===== src/rtl/game_pkg.sv =====
// Shared types for the level flow controller and its timer.
// Optional build macro: GFC_TIME_LIMIT_EN (see game_flow_ctrl.sv).
package game_pkg;

  typedef enum logic [2:0] {
    IDLE    = 3'd0,
    LVL_RST = 3'd1,
    PLAY    = 3'd2,
    WIN     = 3'd3,
    LOSE    = 3'd4
  } state_t;

  localparam int TIMER_MAX = 999;
  localparam int TIMER_W   = 10;

endpackage


===== src/rtl/game_flow_ctrl_if.sv =====
// Level-flow bundle: gameplay status in, level state and controls out.
// master = upstream/game logic side, slave = game_flow_ctrl.
interface game_flow_ctrl_if;
  import game_pkg::*;

  logic               frame_start;
  logic               start_key;
  logic [3:0]         score;
  logic               p1_at_door;
  logic               p2_at_door;
  logic               p1_dead;
  logic               p2_dead;
  logic [2:0]         game_state;
  logic               level_reset;
  logic               freeze;
  logic [TIMER_W-1:0] timer_sec;
  logic               win_flash;

  modport master (
    output frame_start, start_key, score,
    output p1_at_door, p2_at_door,
    output p1_dead, p2_dead,
    input  game_state, level_reset, freeze,
    input  timer_sec, win_flash
  );

  modport slave (
    input  frame_start, start_key, score,
    input  p1_at_door, p2_at_door,
    input  p1_dead, p2_dead,
    output game_state, level_reset, freeze,
    output timer_sec, win_flash
  );

endinterface


===== src/rtl/frame_sec_timer.sv =====
// Frame-tick to elapsed-seconds counter with clear, enable and
// saturation at TIMER_MAX; shared with the HUD.
module frame_sec_timer
  import game_pkg::*;
#(
  parameter int FPS = 60
) (
  input  logic               clk,
  input  logic               rst_n,
  input  logic               clear_i,
  input  logic               en_i,
  input  logic               tick_i,
  output logic [TIMER_W-1:0] sec_o
);

  localparam int FW = (FPS > 1) ? $clog2(FPS) : 1;

  logic [FW-1:0]      frame_q, frame_d;
  logic [TIMER_W-1:0] sec_q, sec_d;

  always_comb begin
    frame_d = frame_q;
    sec_d   = sec_q;
    if (clear_i) begin
      frame_d = '0;
      sec_d   = '0;
    end else if (en_i && tick_i) begin
      if (frame_q == FW'(FPS - 1)) begin
        frame_d = '0;
        if (sec_q != TIMER_W'(TIMER_MAX))
          sec_d = sec_q + 1'b1;
      end else begin
        frame_d = frame_q + 1'b1;
      end
    end
  end

  always_ff @(posedge clk or negedge rst_n) begin
    if (!rst_n) begin
      frame_q <= '0;
      sec_q   <= '0;
    end else begin
      frame_q <= frame_d;
      sec_q   <= sec_d;
    end
  end

  assign sec_o = sec_q;

endmodule


===== src/rtl/game_flow_ctrl.sv =====
// Level state machine: PLAY/WIN/LOSE, level timer, level_reset pulse.
// Define GFC_TIME_LIMIT_EN to force LOSE when timer_sec hits TIME_LIMIT.
module game_flow_ctrl
  import game_pkg::*;
#(
  parameter int GEM_TOTAL   = 4,
  parameter int FPS         = 60,
  parameter int DOOR_FRAMES = 8,
  parameter int RST_CYCLES  = 4
`ifdef GFC_TIME_LIMIT_EN
  ,parameter int TIME_LIMIT = 120
`endif
) (
  input  logic             Clk,
  input  logic             Reset,
  game_flow_ctrl_if.slave  gf
);

  localparam int DW = $clog2(DOOR_FRAMES + 1);
  localparam int RW = $clog2(RST_CYCLES + 1);

  state_t             state_q;
  logic               start_q;
  logic               level_reset_q;
  logic               freeze_q;
  logic               win_flash_q;
  logic [3:0]         flash_cnt_q;
  logic [RW-1:0]      rst_cnt_q;
  logic [DW-1:0]      door_q, door_d;
  logic [TIMER_W-1:0] sec;

  logic press, in_play, door_ok;
  logic door_full, time_up, lose_now;

  assign press   = gf.start_key & ~start_q;
  assign in_play = (state_q == PLAY);
  assign door_ok = gf.p1_at_door & gf.p2_at_door
                 & (gf.score >= 4'(GEM_TOTAL));

  // Streak restarts the same cycle any win term drops
  always_comb begin
    door_d = door_q;
    if (!in_play || !door_ok)
      door_d = '0;
    else if (gf.frame_start && door_q != DW'(DOOR_FRAMES))
      door_d = door_q + 1'b1;
  end

  assign door_full = (door_q == DW'(DOOR_FRAMES));

`ifdef GFC_TIME_LIMIT_EN
  assign time_up = (sec == TIMER_W'(TIME_LIMIT));
`else
  assign time_up = 1'b0;
`endif

  assign lose_now = gf.p1_dead | gf.p2_dead | time_up;

  frame_sec_timer #(
    .FPS (FPS)
  ) u_timer (
    .clk     (Clk),
    .rst_n   (Reset),
    .clear_i (state_q == LVL_RST),
    .en_i    (in_play),
    .tick_i  (gf.frame_start),
    .sec_o   (sec)
  );

  always_ff @(posedge Clk or negedge Reset) begin
    if (!Reset) begin
      state_q       <= IDLE;
      start_q       <= 1'b0;
      level_reset_q <= 1'b0;
      freeze_q      <= 1'b1;
      win_flash_q   <= 1'b0;
      flash_cnt_q   <= '0;
      rst_cnt_q     <= '0;
      door_q        <= '0;
    end else begin
      start_q <= gf.start_key;
      door_q  <= door_d;
      unique case (state_q)
        IDLE: begin
          if (press) begin
            state_q       <= LVL_RST;
            level_reset_q <= 1'b1;
            rst_cnt_q     <= '0;
          end
        end
        LVL_RST: begin
          if (rst_cnt_q == RW'(RST_CYCLES - 1)) begin
            state_q       <= PLAY;
            level_reset_q <= 1'b0;
            freeze_q      <= 1'b0;
          end else begin
            rst_cnt_q <= rst_cnt_q + 1'b1;
          end
        end
        PLAY: begin
          if (lose_now) begin
            state_q  <= LOSE;
            freeze_q <= 1'b1;
          end else if (door_full) begin
            state_q     <= WIN;
            freeze_q    <= 1'b1;
            flash_cnt_q <= '0;
            win_flash_q <= 1'b0;
          end
        end
        WIN: begin
          if (press) begin
            state_q       <= LVL_RST;
            level_reset_q <= 1'b1;
            rst_cnt_q     <= '0;
            flash_cnt_q   <= '0;
            win_flash_q   <= 1'b0;
          end else if (gf.frame_start) begin
            flash_cnt_q <= flash_cnt_q + 1'b1;
            if (flash_cnt_q == 4'hF)
              win_flash_q <= ~win_flash_q;
          end
        end
        LOSE: begin
          if (press) begin
            state_q       <= LVL_RST;
            level_reset_q <= 1'b1;
            rst_cnt_q     <= '0;
          end
        end
        default: begin
          state_q       <= IDLE;
          level_reset_q <= 1'b0;
          freeze_q      <= 1'b1;
        end
      endcase
    end
  end

  assign gf.game_state  = state_q;
  assign gf.level_reset = level_reset_q;
  assign gf.freeze      = freeze_q;
  assign gf.timer_sec   = sec;
  assign gf.win_flash   = win_flash_q;

endmodule


===== src/flat_wrapper.sv =====
// flat-port wrapper written by rule: the top's interface ports become plain ports
module game_flow_ctrl_flat import game_pkg::*;
#(
  parameter int GEM_TOTAL   = 4,
  parameter int FPS         = 60,
  parameter int DOOR_FRAMES = 8,
  parameter int RST_CYCLES  = 4

)
  (Clk, Reset, gf_frame_start, gf_start_key, gf_score, gf_p1_at_door, gf_p2_at_door, gf_p1_dead, gf_p2_dead, gf_game_state, gf_level_reset, gf_freeze, gf_timer_sec, gf_win_flash);
  game_flow_ctrl_if gf_i ();
  input  logic Clk;
  input  logic Reset;
  input wire logic [$bits(gf_i.frame_start)-1:0] gf_frame_start;
  input wire logic [$bits(gf_i.start_key)-1:0] gf_start_key;
  input wire logic [$bits(gf_i.score)-1:0] gf_score;
  input wire logic [$bits(gf_i.p1_at_door)-1:0] gf_p1_at_door;
  input wire logic [$bits(gf_i.p2_at_door)-1:0] gf_p2_at_door;
  input wire logic [$bits(gf_i.p1_dead)-1:0] gf_p1_dead;
  input wire logic [$bits(gf_i.p2_dead)-1:0] gf_p2_dead;
  output wire logic [$bits(gf_i.game_state)-1:0] gf_game_state;
  output wire logic [$bits(gf_i.level_reset)-1:0] gf_level_reset;
  output wire logic [$bits(gf_i.freeze)-1:0] gf_freeze;
  output wire logic [$bits(gf_i.timer_sec)-1:0] gf_timer_sec;
  output wire logic [$bits(gf_i.win_flash)-1:0] gf_win_flash;
  assign gf_i.frame_start = gf_frame_start;
  assign gf_i.start_key = gf_start_key;
  assign gf_i.score = gf_score;
  assign gf_i.p1_at_door = gf_p1_at_door;
  assign gf_i.p2_at_door = gf_p2_at_door;
  assign gf_i.p1_dead = gf_p1_dead;
  assign gf_i.p2_dead = gf_p2_dead;
  assign gf_game_state = gf_i.game_state;
  assign gf_level_reset = gf_i.level_reset;
  assign gf_freeze = gf_i.freeze;
  assign gf_timer_sec = gf_i.timer_sec;
  assign gf_win_flash = gf_i.win_flash;
  game_flow_ctrl #(.GEM_TOTAL(GEM_TOTAL), .FPS(FPS), .DOOR_FRAMES(DOOR_FRAMES), .RST_CYCLES(RST_CYCLES)) u_core (.Clk(Clk), .Reset(Reset), .gf(gf_i));
endmodule

===== config.mk =====
export PLATFORM = sky130hd
export DESIGN_NAME = game_flow_ctrl_flat
export DESIGN_NICKNAME = d
export VERILOG_FILES = /design/src/rtl/game_pkg.sv /design/src/rtl/game_flow_ctrl_if.sv /design/src/rtl/frame_sec_timer.sv /design/src/rtl/game_flow_ctrl.sv /design/src/flat_wrapper.sv
export SDC_FILE = /design/constraint.sdc
export NUM_CORES = 1
export LEC_CHECK = 0
export ABC_AREA = 1
export CORE_ASPECT_RATIO = 0.75
export CORE_MARGIN = 4
export CORE_UTILIZATION = 54
export DETAILED_ROUTE_END_ITERATION = 10
export PLACE_DENSITY = 0.77
export SKIP_LAST_GASP = 1
export SYNTH_ARGS = -nofsm -noshare
export SYNTH_HDL_FRONTEND = slang
export SYNTH_HIERARCHICAL = 1
export SYNTH_SLANG_ARGS = --single-unit

===== constraint.sdc =====
create_clock -name Clk -period 1.93 [get_ports Clk]
set_input_delay 0.4825 -clock Clk [delete_from_list [all_inputs] [get_ports Clk]]
set_output_delay 0.4825 -clock Clk [all_outputs]
set_load 0.01 [all_outputs]

==> impl_results.md <==
- Status: completed
- Mux cell area share after synthesis: 0
- Largest net degree at the start of global routing: 35
- DP HPWL: 3.055 mm
- Area of the die: 0.004779 mm²
- Yosys top cell by area: dfrtp_1
- Combinational share of power: 0.349
- Final min period: 1.836 ns
- Final GP Congestion: 0.8377
- Worst path bufs/invs: 1
- 1st-pass router iterations: 4
- Yosys reg bits: 34
- CTS tree: yes
- Max-capacitance violation count: 0
- Top-Level Pins: 28
- Initial DRC Count: 104
- Warnings from Yosys: 6
- Slew @ Worst Pin: 0.2677 ns
- Library cells used by synthesis: 28
- CP Cell Sequence: clkdlybuf4s50_1
- Die Y: 60.88 µm
- Setup TNS: 0 ns
- Post-synthesis compound-gate area fraction: 0.06464
- H-tree depth: 2
- Syn Inst Count: 260
- PortBufs: 25
- DRC violations left: 0
- # clock sinks: 34
- Tot GR Track Use: 0.1985
- CP top delay family: buffers and inverters
- Number of synthesized flops with an enable pin: 0
- Inserted Diodes: 0
- Area delta synth->final: 24.55%
- Ys async rst share: 1.000
- Layout cells sized above 1: 0.1279
- Wire per inst: 11.70 µm
- P_int: 1.674 mW
- Vias in the first global route: 1556
- Global-route wire length before repair: 7.251 mm
- Worst path slowest cell: clkdlybuf4s50_1
- Sw frac: 0.3608
- Final setup viols: 0
- WP data arrival: 1.35 ns
- Most area-consuming cells after synthesis: dfrtp_1 41%, nand2_1 15%, inv_1 5.2%, nand3_1 5.2%, ha_1 4.4%
- Fin area: 0.002507 mm²
- Peak Freq: 544.7 MHz
- Initial antenna violation count: 0
- Routed vias/inst: 5.049
- Switching pwr: 0.9449 mW
- Worst-path maximum fanout: 2
- Period utilisation layout: 0.9512
- Clock skew: 0.003056 ns
- Post-CTS setup buffer count: 0
- Pins Over Slew Limit: 0
- Adder-cell share of the synthesized area: 0.04351
- Die W: 78.51 µm
- Most common cell in the netlist: nand2_1
- CTS Buf Count: 5
- Post-Synth XOR/XNOR Area: 0.03480
- HP Class: reg2reg
- Final nets: 315
- Root Driver: clkbuf_8
- DP Area: 0.002369 mm²
- Clock power frac: 0.301
- Cell leakage power: 1.178 nW
- Critical path data required time: 1.45 ns
- Worst stage delay on the critical path: 0.54 ns
- Post-Route WL: 4.060 mm
- Synth top area share: 0.4102
- Top FF cell, synth: dfrtp_1
- Post-DRT Antenna Nets: 0
- Worst VDD drop: 1198 µV
- Sequential Power Share: 0.351
- DR vias: 1752
- Post-Syn Area: 0.002013 mm²
- Reg2Reg Setup Slack: 0.26 ns
- Starting Density: 0.5881
- Cell Pwr Density: 1045 mW/mm²
- Clk_lat worst skew: 0.29 ns
- Avg Inst Size Synth: 7.743 µm²
- Post-Synth Simple-Gate Area: 0.3723
- Startpoint Class: flip-flop
- Endpoints failing hold: 0
- Crit. End Element: output port
- Main combinational cell family by area after synthesis: simple AND/OR/NAND/NOR gates
- Site row count: 18
- Post-synth top cells: 81 x nand2_1, 33 x dfrtp_1, 28 x inv_1, 21 x nand3_1, 20 x nor2_1
- Core box area: 0.003423 mm²
- Relative slew slack: 0.8209
- Total grt overflow: 0
- CTS clk-pin slew, worst paths: 0.07 ns
- RSZ-0062 raised after global routing: false
- Register area share after synthesis: 0.4232
- Net Count, Synth: 279
- Clk buf depth: 2
- Crit path kind: reg2out
==> tightest hold or removal path, cell delays in order (launching register included) <==
cell and delay [ns]:
dfstp_2 0.37, nand2_1 0.05, nand2_1 0.05
==> registers in the layout, indices dropped and copies added (netlist names) <==
register,count
u_core/start_q,1
u_core/flash_cnt_q,4
u_core/rst_cnt_q,3
u_core/gf.level_reset,1
u_core/gf.freeze,1
u_core/u_timer/sec_o,10
u_core/u_timer/frame_q,6
u_core/gf.win_flash,1
u_core/door_q,4
u_core/gf.game_state,3
==> cell usage in the layout, fill, tap and decap left out, drive strengths merged <==
master / count
o211ai: 1
nand3b: 1
o21ai: 14
nor3b: 1
a21oi: 6
clkinv: 1
o21bai: 1
nor2: 25
buf: 4
nand4: 10
a21boi: 1
clkdlybuf4s50: 25
nand3: 26
bufinv: 2
inv: 33
dfstp: 1
nor3: 3
ha: 7
nand2: 88
and2b: 1
xor2: 6
clkbuf: 5
dfrtp: 33
xnor2: 2
==> repair_timing <==
action,in CTS,in global routing
resized for setup,0,1
endpoints found under the setup margin,0,1
hold buffers,0,0
==> power groups by stage <==
stage / logic [mW] / clock network (mW) / registers [mW]
after global placement: 0.897 / 0 / 0.925
after global routing: 1.04 / 0.842 / 0.937
after CTS: 0.916 / 0.809 / 0.915
final: 0.914 / 0.787 / 0.918
after floorplan: 0.610 / 0 / 0.931
after detailed placement: 0.906 / 0 / 0.929
==> path summary, 6_finish.rpt <==
| path | from | endpoint | cells after the start |
|---|---|---|---|
| min in group asynchronous | Reset | u_core/door_q[1]$_DFFE_PN0P_ | 2 |
| max in group asynchronous | Reset | u_core/gf.freeze$_DFFE_PN1P_ | 2 |
| max reg2reg | u_core/gf.game_state[1]$_DFFE_PN0P_ | u_core/u_timer/sec_o[2]$_DFFE_PN0P_ | 11 |
| max | u_core/gf.freeze$_DFFE_PN1P_ | gf_freeze | 1 |
| min | u_core/gf.freeze$_DFFE_PN1P_ | u_core/gf.freeze$_DFFE_PN1P_ | 2 |
| min reg2reg | u_core/gf.freeze$_DFFE_PN1P_ | u_core/gf.freeze$_DFFE_PN1P_ | 2 |
==> layer usage <==
metal / GRT usage / routed length [µm] / vias to the layer above
li1: - / - / 917
met1: 0.2899 / 2063 / 793
met2: 0.2854 / 1769 / 37
met3: 0.04599 / 176 / 5
met4: 0.08229 / 51 / 0
met5: 0 / 0 / -
==> cell type report <==
| cell class | count | area, µm² |
|---|---|---|
| multi-input cells | 193 | 1037 |
| fillers | 259 | 915.9 |
| flip-flops and latches | 34 | 853.3 |
| repair buffers | 29 | 292.8 |
| inverters | 33 | 123.9 |
| clock buffers | 5 | 68.82 |
| clock inverters | 3 | 68.82 |
| well taps | 50 | 62.56 |
==> logic make-up (layout without fill, tap and decap cells) <==
| group | after synthesis | count (layout) |
|---|---|---|
| and+or+nand+nor | 155 | 155 |
| DFF | 34 | 34 |
| buffers and inverters | 33 | 70 |
| AOI/OAI and AO/OA | 23 | 23 |
| xor gates and xnor gates | 8 | 8 |
| adders and majority gates | 7 | 7 |
==> through the flow <==
step | utilization | power [mW] | hold slack, ns | setup WS, ns | std cells
after detailed placement | 0.6919 | 1.834 | 0.4616 | 0.08930 | 339
final | 0.7325 | 2.619 | 0.4737 | 0.09421 | 347
after global routing | 0.7325 | 2.814 | 0.5106 | 0.008847 | 347
after global placement | 0.6919 | 1.823 | 0.4532 | 0.1179 | 339
after floorplan | - | 1.541 | 0.1869 | 0.3412 | 260
after CTS | 0.7321 | 2.641 | 0.4738 | 0.01377 | 347
No activity file was read; power rests on OpenSTA's default activity.
